**config.mk**
```make
export PLATFORM = sky130hd
export DESIGN_NAME = regs_wr_sched_flat
export DESIGN_NICKNAME = d
export VERILOG_FILES = /design/src/rtl/regs_wr_sched_pkg.sv /design/src/rtl/regs_wr_sched_if.sv /design/src/rtl/regs_wr_sched_arb.sv /design/src/rtl/regs_wr_sched.sv /design/src/flat_wrapper.sv
export SDC_FILE = /design/constraint.sdc
export NUM_CORES = 1
export LEC_CHECK = 0
export ABC_AREA = 1
export CAP_MARGIN = 0
export CORE_MARGIN = 5
export CORE_UTILIZATION = 43
export CTS_CLUSTER_SIZE = 20
export DETAILED_ROUTE_END_ITERATION = 8
export PLACE_DENSITY_LB_ADDON = 0.15
export REMOVE_ABC_BUFFERS = 1
export SLEW_MARGIN = 5
export SYNTH_ARGS = -nofsm -noshare
export SYNTH_HDL_FRONTEND = slang
export SYNTH_SLANG_ARGS = --single-unit
```
**constraint.sdc**
```tcl
create_clock -name clk -period 4.4 [get_ports clk]
set_input_delay 0.88 -clock clk [delete_from_list [all_inputs] [get_ports clk]]
set_output_delay 0.88 -clock clk [all_outputs]
set_load 0.02 [all_outputs]
```
**src/rtl/regs_wr_sched_pkg.sv**
```systemverilog
// cpu_pkg: shared register-file widths, write-source indices and a one-hot register mask helper
package cpu_pkg;
  localparam int REG_W = 4;
  localparam int DATA_W = 32;
  localparam int NUM_REGS = 16;
  localparam int NUM_SRC = 3;
  localparam int SRC_LD = 0;
  localparam int SRC_MD = 1;
  localparam int SRC_ALU = 2;
  typedef logic [REG_W-1:0] reg_idx_t;
  typedef logic [DATA_W-1:0] data_t;
  function automatic logic [NUM_REGS-1:0] reg_mask(input logic en, input reg_idx_t r);
    return en ? NUM_REGS'(1) << r : '0;
  endfunction
endpackage

```
**src/rtl/regs_wr_sched_if.sv**
```systemverilog
// regs_wr_sched_if: result-source handshakes, decode scoreboard ports and register-file write port
interface regs_wr_sched_if;
  import cpu_pkg::*;
  logic alu_req, alu_ack, ld_req, ld_ack, md_req, md_ack;
  reg_idx_t alu_reg, ld_reg, md_reg;
  data_t alu_data, ld_data, md_data;
  logic sb_set;
  reg_idx_t sb_reg, chk_reg_1, chk_reg_2;
  logic hazard;
  logic [NUM_REGS-1:0] busy;
  logic wr_en;
  reg_idx_t wr_reg;
  data_t wr_data;
  modport master (
    output alu_req, alu_reg, alu_data, ld_req, ld_reg, ld_data, md_req, md_reg, md_data,
    output sb_set, sb_reg, chk_reg_1, chk_reg_2,
    input alu_ack, ld_ack, md_ack, hazard, busy, wr_en, wr_reg, wr_data
  );
  modport slave (
    input alu_req, alu_reg, alu_data, ld_req, ld_reg, ld_data, md_req, md_reg, md_data,
    input sb_set, sb_reg, chk_reg_1, chk_reg_2,
    output alu_ack, ld_ack, md_ack, hazard, busy, wr_en, wr_reg, wr_data
  );
endinterface

```
**src/rtl/regs_wr_sched_arb.sv**
```systemverilog
// regs_wr_arb: fixed-priority arbiter (index 0 highest) where a requester refused MAX_WAIT cycles jumps ahead
module regs_wr_arb #(
  parameter int N = 3,
  parameter int MAX_WAIT = 4
) (
  input  logic         clk,
  input  logic         rst,
  input  logic [N-1:0] req,
  output logic [N-1:0] gnt
);
  localparam logic [3:0] MW = 4'(MAX_WAIT);
  logic [3:0] cnt [N];
  logic [N-1:0] aged, sel;
  always_comb begin
    for (int i = 0; i < N; i++) aged[i] = req[i] && cnt[i] == MW;
    sel = |aged ? aged : req;
    gnt = rst ? '0 : sel & ~(sel - N'(1));
  end
  always_ff @(posedge clk or posedge rst)
    if (rst)
      for (int i = 0; i < N; i++) cnt[i] <= '0;
    else
      for (int i = 0; i < N; i++) cnt[i] <= (!req[i] || gnt[i]) ? '0 : cnt[i] == MW ? cnt[i] : cnt[i] + 4'd1;
endmodule

```
**src/rtl/regs_wr_sched.sv**
```systemverilog
// regs_wr_sched: shares the register-file write port among load, mul/div and ALU results and flags decode hazards
module regs_wr_sched
  import cpu_pkg::*;
#(
  parameter int MAX_WAIT = 4
) (
  input logic clk,
  input logic rst,
  regs_wr_sched_if.slave bus
);
  logic [NUM_SRC-1:0] req, gnt;
  reg_idx_t g_reg;
  data_t g_data;
  assign req[SRC_LD] = bus.ld_req;
  assign req[SRC_MD] = bus.md_req;
  assign req[SRC_ALU] = bus.alu_req;
  regs_wr_arb #(.N(NUM_SRC), .MAX_WAIT(MAX_WAIT)) u_arb (.clk(clk), .rst(rst), .req(req), .gnt(gnt));
  assign bus.ld_ack = gnt[SRC_LD];
  assign bus.md_ack = gnt[SRC_MD];
  assign bus.alu_ack = gnt[SRC_ALU];
  always_comb begin
    g_reg = gnt[SRC_LD] ? bus.ld_reg : gnt[SRC_MD] ? bus.md_reg : bus.alu_reg;
    g_data = gnt[SRC_LD] ? bus.ld_data : gnt[SRC_MD] ? bus.md_data : bus.alu_data;
  end
  // a same-edge sb_set re-marks the register after the grant clears it
  always_ff @(posedge clk or posedge rst)
    if (rst) begin
      bus.busy <= '0;
      bus.wr_en <= 1'b0;
      bus.wr_reg <= '0;
      bus.wr_data <= '0;
    end else begin
      bus.busy <= (bus.busy & ~reg_mask(|gnt, g_reg)) | reg_mask(bus.sb_set, bus.sb_reg);
      bus.wr_en <= |gnt;
      if (|gnt) begin
        bus.wr_reg <= g_reg;
        bus.wr_data <= g_data;
      end
    end
  assign bus.hazard = bus.busy[bus.chk_reg_1] | bus.busy[bus.chk_reg_2]
    | (bus.wr_en & (bus.wr_reg == bus.chk_reg_1 | bus.wr_reg == bus.chk_reg_2));
endmodule

```
**src/flat_wrapper.sv**
```systemverilog
// flat-port wrapper written by rule: the top's interface ports become plain ports
module regs_wr_sched_flat import cpu_pkg::*;
#(
  parameter int MAX_WAIT = 4
)
  (clk, rst, bus_alu_req, bus_alu_reg, bus_alu_data, bus_ld_req, bus_ld_reg, bus_ld_data, bus_md_req, bus_md_reg, bus_md_data, bus_sb_set, bus_sb_reg, bus_chk_reg_1, bus_chk_reg_2, bus_alu_ack, bus_ld_ack, bus_md_ack, bus_hazard, bus_busy, bus_wr_en, bus_wr_reg, bus_wr_data);
  regs_wr_sched_if bus_i ();
  input logic clk;
  input logic rst;
  input wire logic [$bits(bus_i.alu_req)-1:0] bus_alu_req;
  input wire logic [$bits(bus_i.alu_reg)-1:0] bus_alu_reg;
  input wire logic [$bits(bus_i.alu_data)-1:0] bus_alu_data;
  input wire logic [$bits(bus_i.ld_req)-1:0] bus_ld_req;
  input wire logic [$bits(bus_i.ld_reg)-1:0] bus_ld_reg;
  input wire logic [$bits(bus_i.ld_data)-1:0] bus_ld_data;
  input wire logic [$bits(bus_i.md_req)-1:0] bus_md_req;
  input wire logic [$bits(bus_i.md_reg)-1:0] bus_md_reg;
  input wire logic [$bits(bus_i.md_data)-1:0] bus_md_data;
  input wire logic [$bits(bus_i.sb_set)-1:0] bus_sb_set;
  input wire logic [$bits(bus_i.sb_reg)-1:0] bus_sb_reg;
  input wire logic [$bits(bus_i.chk_reg_1)-1:0] bus_chk_reg_1;
  input wire logic [$bits(bus_i.chk_reg_2)-1:0] bus_chk_reg_2;
  output wire logic [$bits(bus_i.alu_ack)-1:0] bus_alu_ack;
  output wire logic [$bits(bus_i.ld_ack)-1:0] bus_ld_ack;
  output wire logic [$bits(bus_i.md_ack)-1:0] bus_md_ack;
  output wire logic [$bits(bus_i.hazard)-1:0] bus_hazard;
  output wire logic [$bits(bus_i.busy)-1:0] bus_busy;
  output wire logic [$bits(bus_i.wr_en)-1:0] bus_wr_en;
  output wire logic [$bits(bus_i.wr_reg)-1:0] bus_wr_reg;
  output wire logic [$bits(bus_i.wr_data)-1:0] bus_wr_data;
  assign bus_i.alu_req = bus_alu_req;
  assign bus_i.alu_reg = bus_alu_reg;
  assign bus_i.alu_data = bus_alu_data;
  assign bus_i.ld_req = bus_ld_req;
  assign bus_i.ld_reg = bus_ld_reg;
  assign bus_i.ld_data = bus_ld_data;
  assign bus_i.md_req = bus_md_req;
  assign bus_i.md_reg = bus_md_reg;
  assign bus_i.md_data = bus_md_data;
  assign bus_i.sb_set = bus_sb_set;
  assign bus_i.sb_reg = bus_sb_reg;
  assign bus_i.chk_reg_1 = bus_chk_reg_1;
  assign bus_i.chk_reg_2 = bus_chk_reg_2;
  assign bus_alu_ack = bus_i.alu_ack;
  assign bus_ld_ack = bus_i.ld_ack;
  assign bus_md_ack = bus_i.md_ack;
  assign bus_hazard = bus_i.hazard;
  assign bus_busy = bus_i.busy;
  assign bus_wr_en = bus_i.wr_en;
  assign bus_wr_reg = bus_i.wr_reg;
  assign bus_wr_data = bus_i.wr_data;
  regs_wr_sched #(.MAX_WAIT(MAX_WAIT)) u_core (.clk(clk), .rst(rst), .bus(bus_i));
endmodule
```
==> results of run 1 <==
[routing by layer]
layer,global-route usage (%),routed length (um),up-vias,share of wire [%]
li1,-,-,2144,-
met1,27.95,5466,1986,40
met2,37.91,6646,177,49
met3,7.804,1139,19,8.4
met4,8.267,280,0,2.1
met5,0,0,-,0
[area by class of cell]
| type | instances | area share, % |
|---|---|---|
| clock buffers | 14 | 2.709 |
| clock inverters | 2 | 0.5496 |
| inverters | 41 | 2.453 |
| multi-input cells | 401 | 36.88 |
| flip-flops and latches | 65 | 25.52 |
| well taps | 133 | 2.610 |
| repair buffers | 188 | 29.28 |
[power by group through the flow]
stage,Sequential (mW),Clock [mW],Combinational [mW]
6_report,0.895,0.534,1.14
3_5_place_dp,0.902,0,1.15
5_1_grt,0.918,0.577,1.24
4_1_cts,0.893,0.545,1.16
3_3_place_gp,0.899,0,1.14
2_1_floorplan,1.05,0,0.411
[logic make-up after synthesis]
family | Yosys count | synth area share, %
simple gates | 232 | 27.07
fa+ha+maj | 6 | 1.739
buf+inv | 67 | 7.855
compound gates | 149 | 22.81
xor+xnor | 14 | 2.841
flops | 65 | 37.68
[critical path, stage by stage]
cell and delay, ns:
sky130_fd_sc_hd__clkdlybuf4s50_1 0.62, sky130_fd_sc_hd__a21oi_1 0.24, sky130_fd_sc_hd__o21ai_0 0.10, sky130_fd_sc_hd__o21ai_0 0.10
sky130_fd_sc_hd__nor2_1 0.06, sky130_fd_sc_hd__a31oi_1 0.15, sky130_fd_sc_hd__o21ai_0 0.10, sky130_fd_sc_hd__o2111ai_1 0.10
sky130_fd_sc_hd__clkdlybuf4s50_1 0.63
[stage by stage]
step                 TNS, ns  util, %  cell area [sq um]
CTS                        0    65.22               6375
finish                     0    65.22               6375
floorplan           -0.03999        -               4134
global route               0    65.22               6375
global placement           0    63.10               6167
detailed placement         0    63.10               6167
[layout by cell type (no fill, tap or decap), drive strengths merged]
cell type / instances
o21ai: 32
nand2: 90
or2: 35
xor2: 7
buf: 6
clkinv: 1
a31o: 1
o31ai: 1
a31oi: 1
o211ai: 34
inv: 41
dfrtp: 65
nor2: 56
clkbuf: 14
clkdlybuf4s50: 182
o22ai: 1
bufinv: 1
xnor2: 7
a21oi: 75
nand4: 4
o41ai: 1
ha: 6
o221ai: 1
o21bai: 1
nor3: 10
nand3: 37
o2111ai: 1
[worst max-delay path by stage]
stage	end	start	slack (ns)	cells past startpoint
after global placement	bus_hazard	bus_chk_reg_1[0]	0.64	7
after CTS	bus_hazard	bus_chk_reg_2[0]	0.55	9
after global routing	bus_hazard	bus_chk_reg_2[0]	0.37	9
final	bus_hazard	bus_chk_reg_2[0]	0.53	9
after detailed placement	bus_hazard	bus_chk_reg_2[0]	0.56	9
after floorplan	bus_ld_ack	rst	-0.04	3
==> summary.txt, run 1 <==
Worst hold path
  • Instance count along the most critical hold path: 2
  • Worst Hold Path EP: u_core.bus.busy[5]
  • Worst min path class: flip-flop to flip-flop
  • Launch point of the worst hold path: u_core.bus.busy[5]

Place
  • Inst Count DP: 828
  • Post-placement worst setup slack: 0.5587 ns
  • DP HPWL: 10.30 mm
  • Count of buffers inserted at the top-level ports: 182
  • Last weighted congestion value of the routability-driven placer: 0.8617

Worst setup path
  • CP Capture Type: output port
  • CP Class: input pin to output port
  • Critical path fanouts, max: 14
  • CP startpoint kind: input pin
  • Critical path data required time: 3.52 ns
  • Start of the worst register-to-register path: u_core.u_arb.cnt[4]
  • Setup slack, reg-to-reg: 1.78 ns
  • Depth of the most critical reg-to-reg path: 13
  • Data arrival time of the critical path: 2.99 ns
  • Reg-to-Reg End: u_core.bus.busy[0]

Timing
  • Peak Freq: 258.7 MHz
  • Min Hold Slack: 0.5051 ns
  • Slew at the pin closest to its max-slew limit: 0.7501 ns
  • Setup repair after global routing missed its margin: no
  • Share of the clock period used by the worst path after layout: 87.85%
  • Number of slew-limit violations in the final report: 0
  • Final hold vios: 0
  • Final critical delay including setup and external delays: 3.865 ns
  • Total setup violations reported at the end of the flow: 0
  • Worst slew margin relative to its limit: 49.99%
  • Post-layout worst setup margin: 0.5346 ns
  • Final clock skew: 0.006662 ns

Clock network
  • Number of buffers added for setup after CTS: 0
  • Maximum root-to-sink buffer count: 2
  • Number of clock buffers inserted by TritonCTS: 9
  • Root cell of the clock tree: sky130_fd_sc_hd__clkbuf_8
  • CTS tree: yes
  • Sinks on the clock net: 65
  • H-tree depth: 3
  • Total of cells resized after clock tree synthesis: 0
  • Clock insertion delay at the later pin of the skew report: 0.34 ns
  • Clock input transition at the sequential cells of the worst setup and hold paths: 0.07 ns
  • Hold-fix buffers, CTS: 0

Final layout
  • Sequential cell area: 1627 sq um
  • Post-layout net count: 838
  • Area of the multi-input gates: 2351 sq um
  • Filler Cell Count: 870
  • Number of flip-flops in the largest register: 32
  • Post-Layout Cell Count: 844
  • Register ranked first by flip-flop count: u_core.bus.wr_data
  • Regs by FF count: u_core.bus.wr_data x32, u_core.bus.busy x16, u_core.u_arb.cnt x12
  • Fraction of final layout cells sized beyond drive strength 1: 13.50%
  • Antenna diodes: 0
  • Area grow syn2layout: 47.68%

Route
  • Iteration count of the initial detailed-routing pass: 5
  • Number of DRC markers after the initial detailed-route iteration: 200
  • Routed Antenna Nets: 0
  • DRC violations left: 0
  • Via density per instance: 5.126
  • Total wire length: 13.53 mm
  • Average wire per cell in the routed design: 16.03 um
  • Vias post-DR: 4,326

Global routing
  • Pin count of the biggest net entering global routing: 58
  • Total global routing overflow: 0
  • Wire length of the first global-routing pass: 21.60 mm
  • Via count of the first global-routing pass: 4,310
  • Antenna violations before repair: 0
  • Global-route usage over all layers: 22.98%

Floorplan
  • Die Y: 110.2 um
  • Horizontal extent of the die: 110.2 um
  • Boundary pin count: 183
  • Floorplan core area: 9774 sq um
  • Initial core utilization: 44.16%
  • Number of placement rows: 36
  • Overall die area: 12,140 sq um

Synth
  • Post-synth top cells: 79 x sky130_fd_sc_hd__nand2_1, 65 x sky130_fd_sc_hd__dfrtp_1, 47 x sky130_fd_sc_hd__a21oi_1, 47 x sky130_fd_sc_hd__nor2_1, 36 x sky130_fd_sc_hd__inv_1
  • Syn Inst Count: 533
  • Post-synth ARST share: 100.0%
  • Leading post-synthesis cells by cell area: sky130_fd_sc_hd__dfrtp_1 38%, sky130_fd_sc_hd__nand2_1 6.9%, sky130_fd_sc_hd__o211ai_1 5.9%, sky130_fd_sc_hd__a21oi_2 5.7%, sky130_fd_sc_hd__a21oi_1 5.4%
  • Cell with the most instances after synthesis: sky130_fd_sc_hd__nand2_1
  • Yosys warning total: 0
  • Most instantiated flip-flop cell in the synthesis netlist: sky130_fd_sc_hd__dfrtp_1
  • Fraction of the yosys area taken by sequential cells: 37.68%
  • Most area-hungry cell type in the Yosys netlist: sky130_fd_sc_hd__dfrtp_1
  • Synth Cell Area: 4317 sq um
  • Post-synthesis register bit count: 65
  • Count of unique library cells instantiated by Yosys: 44
  • Number of enable flip-flop cells after synthesis: 0
  • Share of Yosys cell area claimed by the top area cell type: 37.68%
  • Syn Area/Cell: 8.099 sq um

Pwr
  • Peak supply drop: 150.3 uV
  • Power density of the placed cells: 403.4 nW/um^2
  • Int Pwr: 1.599 mW
  • Clock network fraction of design power: 20.8%
  • Fraction of power consumed by combinational cells: 44.4%
  • Switching power total: 0.9728 mW
  • Fraction of power spent switching nets: 37.82%
  • Reported leakage power: 2.626 nW
  • Flop pwr share: 34.8%
  • Overall power of the completed layout: 2.572 mW

Run
  • # Max-Cap Violations: 0

Run status
  • Run status: finished, final reports clean
Note: power is estimated with default switching activity, not from simulation.
==> run 2, diff against run 1 <==
--- a/config.mk
+++ b/config.mk
@@ -8,7 +8,7 @@
 export ABC_AREA = 1
 export CAP_MARGIN = 0
 export CORE_MARGIN = 5
-export CORE_UTILIZATION = 43
+export CORE_UTILIZATION = 47
 export CTS_CLUSTER_SIZE = 20
 export DETAILED_ROUTE_END_ITERATION = 8
 export PLACE_DENSITY_LB_ADDON = 0.15
==> constraint.sdc (replaced) <==
create_clock -name clk -period 4.46 [get_ports clk]
set_input_delay 0.892 -clock clk [delete_from_list [all_inputs] [get_ports clk]]
set_output_delay 0.892 -clock clk [all_outputs]
set_load 0.02 [all_outputs]
==> run 2 against run 1 <==
Worst setup slack better by 0.033 ns. Global-route usage is 0.98 points higher. Worst hold slack worse by 0.0037 ns. Largest cell class unchanged.
==> summary.txt, run 2 (synthesized netlist as in run 1, its figures left out) <==
Run status
  • Run status: finished, final reports clean

Worst setup path
  • Critical path fanouts, max: 14
  • CP Class: input pin to output port
  • Start of the worst register-to-register path: u_core.u_arb.cnt[0]
  • Reg-to-Reg End: u_core.bus.busy[3]
  • Setup slack, reg-to-reg: 1.84 ns
  • Data arrival time of the critical path: 3.00 ns
  • Depth of the most critical reg-to-reg path: 13
  • Critical path data required time: 3.57 ns
  • CP startpoint kind: input pin
  • CP Capture Type: output port

Place
  • DP HPWL: 10.23 mm
  • Last weighted congestion value of the routability-driven placer: 0.8077
  • Total cell area at the placement stage: 6140 sq um
  • Count of buffers inserted at the top-level ports: 182

Final layout
  • Filler Cell Count: 783
  • Most common library cell in the layout ignoring fill and taps: sky130_fd_sc_hd__clkdlybuf4s50_1
  • Area of the multi-input gates: 2351 sq um
  • Final Cell Area: 6314 sq um
  • Regs by FF count: u_core.bus.wr_data x32, u_core.bus.busy x16, u_core.u_arb.cnt x12
  • Commonest non-fill, non-tap cells in the layout: 182 x sky130_fd_sc_hd__clkdlybuf4s50_1, 79 x sky130_fd_sc_hd__nand2_1, 65 x sky130_fd_sc_hd__dfrtp_1
  • Number of flip-flops in the largest register: 32
  • Post-layout net count: 838
  • Antenna diodes: 0
  • Fraction of final layout cells sized beyond drive strength 1: 13.50%
  • Area grow syn2layout: 46.26%
  • Sequential cell area: 1627 sq um
  • Register ranked first by flip-flop count: u_core.bus.wr_data

Route
  • Number of DRC markers after the initial detailed-route iteration: 120
  • Average wire per cell in the routed design: 16.32 um
  • DRC violations left: 0
  • Routed Antenna Nets: 0
  • Total wire length: 13.41 mm
  • Vias post-DR: 4,352
  • Via density per instance: 5.294
  • Iteration count of the initial detailed-routing pass: 5

Floorplan
  • Number of placement rows: 35
  • Floorplan core area: 9109 sq um
  • Initial core utilization: 47.39%
  • Boundary pin count: 183
  • Die Y: 105.8 um
  • Horizontal extent of the die: 105.8 um
  • Overall die area: 11,200 sq um

Clock network
  • CTS tree: yes
  • Total of cells resized after clock tree synthesis: 0
  • Hold-fix buffers, CTS: 0
  • Clock insertion delay at the later pin of the skew report: 0.33 ns
  • Number of buffers added for setup after CTS: 0
  • Maximum root-to-sink buffer count: 2
  • Number of clock buffers inserted by TritonCTS: 9
  • H-tree depth: 3
  • Sinks on the clock net: 65
  • Clock input transition at the sequential cells of the worst setup and hold paths: 0.07 ns
  • Root cell of the clock tree: sky130_fd_sc_hd__clkbuf_8

Timing
  • Number of slew-limit violations in the final report: 0
  • Final hold vios: 0
  • Peak Freq: 256.9 MHz
  • Total setup violations reported at the end of the flow: 0
  • Share of the clock period used by the worst path after layout: 87.26%
  • Final critical delay including setup and external delays: 3.892 ns
  • Slew at the pin closest to its max-slew limit: 0.6887 ns
  • Min Hold Slack: 0.5014 ns
  • Worst slew margin relative to its limit: 54.09%
  • Setup tns final: 0 ns
  • Setup repair after global routing missed its margin: no
  • Final clock skew: 0.006978 ns

Global routing
  • Global-route usage over all layers: 23.96%
  • Via count of the first global-routing pass: 4,349
  • Antenna violations before repair: 0
  • Total global routing overflow: 0
  • Wire length of the first global-routing pass: 21.51 mm
  • Pin count of the biggest net entering global routing: 54

Pwr
  • Peak supply drop: 166.1 uV
  • Power density of the placed cells: 389.6 nW/um^2
  • Reported leakage power: 2.613 nW
  • Overall power of the completed layout: 2.460 mW

Worst hold path
  • Launch point of the worst hold path: u_core.bus.busy[13]
  • Worst Hold Path EP: u_core.bus.busy[13]
  • Worst min path class: flip-flop to flip-flop
  • Instance count along the most critical hold path: 2

Run
  • # Max-Cap Violations: 0
-- run 2: cell type report --
type                       instances  share of cell area, %
multi-input combinational        401                  37.24
inverter                          41                  2.477
timing repair buffer             188                  29.57
tap                              111                  2.200
sequential                        65                  25.76
clock buffer                      13                  2.517
clock inverter                     3                 0.2378
-- run 2: worst max-delay path, cell delays in order --
cell	delay (ns)
sky130_fd_sc_hd__clkdlybuf4s50_1	0.72
sky130_fd_sc_hd__inv_1	0.16
sky130_fd_sc_hd__nand2_1	0.10
sky130_fd_sc_hd__o211ai_1	0.09
sky130_fd_sc_hd__a31o_2	0.22
sky130_fd_sc_hd__o2111ai_1	0.18
sky130_fd_sc_hd__clkdlybuf4s50_1	0.64
-- run 2: report_power, final --
part / leakage (nW) / internal, mW / switching, mW
registers: 0.763 / 0.746 / 0.137
clock network: 0.0932 / 0.230 / 0.218
logic: 1.76 / 0.527 / 0.602
total: 2.61 / 1.50 / 0.956
-- run 2: worst max path at each step --
stage / startpoint / end / slack, ns / depth (start not counted)
2_1_floorplan: rst / bus_ld_ack / -0.004 / 3
3_3_place_gp: bus_chk_reg_1[0] / bus_hazard / 0.68 / 7
3_5_place_dp: bus_chk_reg_1[0] / bus_hazard / 0.59 / 7
4_1_cts: bus_chk_reg_2[0] / bus_hazard / 0.59 / 8
5_1_grt: bus_chk_reg_2[0] / bus_hazard / 0.40 / 9
6_report: bus_chk_reg_1[0] / bus_hazard / 0.57 / 7
-- run 2: stage by stage --
stage          std cells  util, %  setup WS, ns
6_report             822    69.31        0.5680
5_1_grt              822    69.31        0.4019
4_1_cts              822    69.31        0.5873
3_5_place_dp         806    67.40        0.5903
3_3_place_gp         806    67.40        0.6796
2_1_floorplan        507        -     -0.003990
-- run 2: metal layers --
layer	wire, um	global-route usage [%]	up-vias
met3	1217	8.818	28
met5	0	0	-
met2	6524	40.21	184
li1	-	-	2143
met1	5343	28.31	1997
met4	327	8.048	0
==> run 3, diff against run 2 <==
--- a/config.mk
+++ b/config.mk
@@ -7,8 +7,10 @@
 export LEC_CHECK = 0
 export ABC_AREA = 1
 export CAP_MARGIN = 0
+export CELL_PAD_IN_SITES_DETAIL_PLACEMENT = 1
+export CELL_PAD_IN_SITES_GLOBAL_PLACEMENT = 1
 export CORE_MARGIN = 5
-export CORE_UTILIZATION = 47
+export CORE_UTILIZATION = 31
 export CTS_CLUSTER_SIZE = 20
 export DETAILED_ROUTE_END_ITERATION = 8
 export PLACE_DENSITY_LB_ADDON = 0.15
==> constraint.sdc (replaced) <==
create_clock -name clk -period 3.8 [get_ports clk]
set_input_delay 0.76 -clock clk [delete_from_list [all_inputs] [get_ports clk]]
set_output_delay 0.76 -clock clk [all_outputs]
set_load 0.02 [all_outputs]
==> run 3 against run 2 <==
Total power grew 31%. Clock skew shrank 0.0010 ns. Worst hold slack lost 0.0049 ns. Critical path depth is the same. Final cell count grew 8.5%. Die area grew 46%. Sequential power grew 18%. Core utilization shrank 22 points. Clock-buffer cell count shrank 1. Combinational power grew 19%. Sequential share of layout area shrank 0.89 points. Critical path type unchanged. Largest power group unchanged.
==> summary.txt, run 3 (synthesized netlist as in run 1, its figures left out) <==
Global routing
  • Wire length of the first global-routing pass: 25.15 mm
  • Via count of the first global-routing pass: 4,781
  • Antenna violations before repair: 1
  • Total global routing overflow: 0
  • Global-route usage over all layers: 19.53%
  • Pin count of the biggest net entering global routing: 60

Place
  • DP HPWL: 12.41 mm
  • Count of buffers inserted at the top-level ports: 182
  • Last weighted congestion value of the routability-driven placer: 0.8068

Run
  • # Max-Cap Violations: 0

Clock network
  • Sinks on the clock net: 65
  • Clock input transition at the sequential cells of the worst setup and hold paths: 0.05 ns
  • H-tree depth: 3
  • Number of clock buffers inserted by TritonCTS: 9
  • Hold-fix buffers, CTS: 0
  • Clock insertion delay at the later pin of the skew report: 0.33 ns
  • CTS tree: yes
  • Maximum root-to-sink buffer count: 2
  • Root cell of the clock tree: sky130_fd_sc_hd__clkbuf_16

Worst setup path
  • CP Capture Type: output port
  • CP Class: input pin to output port
  • Data arrival time of the critical path: 2.91 ns
  • Setup slack, reg-to-reg: 1.16 ns
  • Critical path fanouts, max: 14
  • Critical path data required time: 3.04 ns
  • CP startpoint kind: input pin

Floorplan
  • Die Y: 128 um
  • Horizontal extent of the die: 128 um
  • Number of placement rows: 43
  • Initial core utilization: 31.34%
  • Floorplan core area: 13,770 sq um
  • Overall die area: 16,380 sq um
  • Boundary pin count: 183

Pwr
  • Power density of the placed cells: 492.4 nW/um^2
  • Reported leakage power: 2.686 nW
  • Peak supply drop: 217.8 uV

Run status
  • Run status: finished, final reports clean

Timing
  • Final critical delay including setup and external delays: 3.669 ns
  • Total setup violations reported at the end of the flow: 0
  • Peak Freq: 272.6 MHz
  • Setup repair after global routing missed its margin: no
  • Final hold vios: 0
  • Worst slew margin relative to its limit: 48.47%
  • Final clock skew: 0.005980 ns
  • Min Hold Slack: 0.4965 ns
  • Slew at the pin closest to its max-slew limit: 0.7730 ns
  • Share of the clock period used by the worst path after layout: 96.55%
  • Number of slew-limit violations in the final report: 0

Route
  • Average wire per cell in the routed design: 17.67 um
  • Iteration count of the initial detailed-routing pass: 4
  • Number of DRC markers after the initial detailed-route iteration: 151
  • Routed Antenna Nets: 0
  • Total wire length: 15.76 mm
  • DRC violations left: 0
  • Vias post-DR: 4,416
  • Via density per instance: 4.951

Final layout
  • Register ranked first by flip-flop count: u_core.bus.wr_data
  • Number of flip-flops in the largest register: 32
  • Most common library cell in the layout ignoring fill and taps: sky130_fd_sc_hd__clkdlybuf4s50_1
  • Antenna diodes: 0
  • Regs by FF count: u_core.bus.wr_data x32, u_core.bus.busy x16, u_core.u_arb.cnt x12
  • Commonest non-fill, non-tap cells in the layout: 181 x sky130_fd_sc_hd__clkdlybuf4s50_1, 79 x sky130_fd_sc_hd__nand2_1, 65 x sky130_fd_sc_hd__dfrtp_1
  • Post-layout net count: 840
  • Fraction of final layout cells sized beyond drive strength 1: 13.76%
  • Utilization after layout: 47.48%
  • Area grow syn2layout: 51.51%

Worst hold path
  • Worst min path class: flip-flop to flip-flop
-- run 3: changes by cell type in the layout (fill, tap and decap cells not counted), sizes merged --
cell,before,now
buf,6,8
bufinv,0,1
clkbuf,13,12
clkdlybuf4s50,182,181
clkinv,3,2
dlymetal6s2s,0,1
-- run 3: critical path: stages --
cell and delay, ns:
sky130_fd_sc_hd__clkdlybuf4s50_1 0.75, sky130_fd_sc_hd__inv_1 0.17, sky130_fd_sc_hd__nand2_1 0.11, sky130_fd_sc_hd__o211ai_1 0.08, sky130_fd_sc_hd__a31o_2 0.21, sky130_fd_sc_hd__o2111ai_1 0.18, sky130_fd_sc_hd__clkdlybuf4s50_1 0.64
-- run 3: routing by layer --
metal  GRT usage, %  vias up  routed length, um
met4          4.432        2                173
li1               -     2157                  -
met2          33.03      139               7696
met3          9.708       14               1652
met1          22.20     2104               6226
met5              0        -                 13
-- run 3: through the flow --
stage / cell area (sq um) / total power, mW / cells / setup TNS, ns / setup WS [ns]
floorplan: 4134 / 1.696 / 507 / -4.050 / -0.4000
global placement: 6241 / 2.388 / 877 / 0 / 0.2425
detailed placement: 6241 / 2.421 / 877 / 0 / 0.1663
CTS: 6538 / 3.270 / 892 / 0 / 0.1596
global route: 6540 / 3.424 / 892 / 0 / 0.005514
finish: 6540 / 3.221 / 892 / 0 / 0.1312
-- run 3: path summary, 6_finish.rpt --
| path | to | from | depth (start not counted) |
|---|---|---|---|
| worst max-delay path | bus_hazard | bus_chk_reg_1[0] | 7 |
| worst min-delay path | u_core.bus.busy[5] | u_core.bus.busy[5] | 2 |
| worst max register to register | u_core.bus.wr_data[15] | u_core.u_arb.cnt[0] | 12 |
| worst min register to register | u_core.bus.busy[5] | u_core.bus.busy[5] | 2 |
| max in group asynchronous | u_core.u_arb.cnt[2] | rst | 3 |
| min in group asynchronous | u_core.bus.wr_data[0] | rst | 2 |
-- run 3: final cells by class --
cell class	count	area, sq um
fillers	1696	7233
multi-input cells	401	2351
repair buffers	190	1884
flip-flops and latches	65	1627
clock buffers	12	256.5
well taps	180	225.2
inverters	41	156.4
clock inverters	3	40.04
-- run 3: what timing repair did --
action	in CTS	in global routing
setup endpoints to repair	0	1
gates resized for setup	0	1
buffers inserted	0	0
-- run 3: where the power goes --
group          leakage [nW]  internal, mW  switching (mW)
logic                  1.77         0.623           0.724
clock network         0.148         0.537           0.295
registers             0.763         0.877           0.164
total                  2.69          2.04            1.18
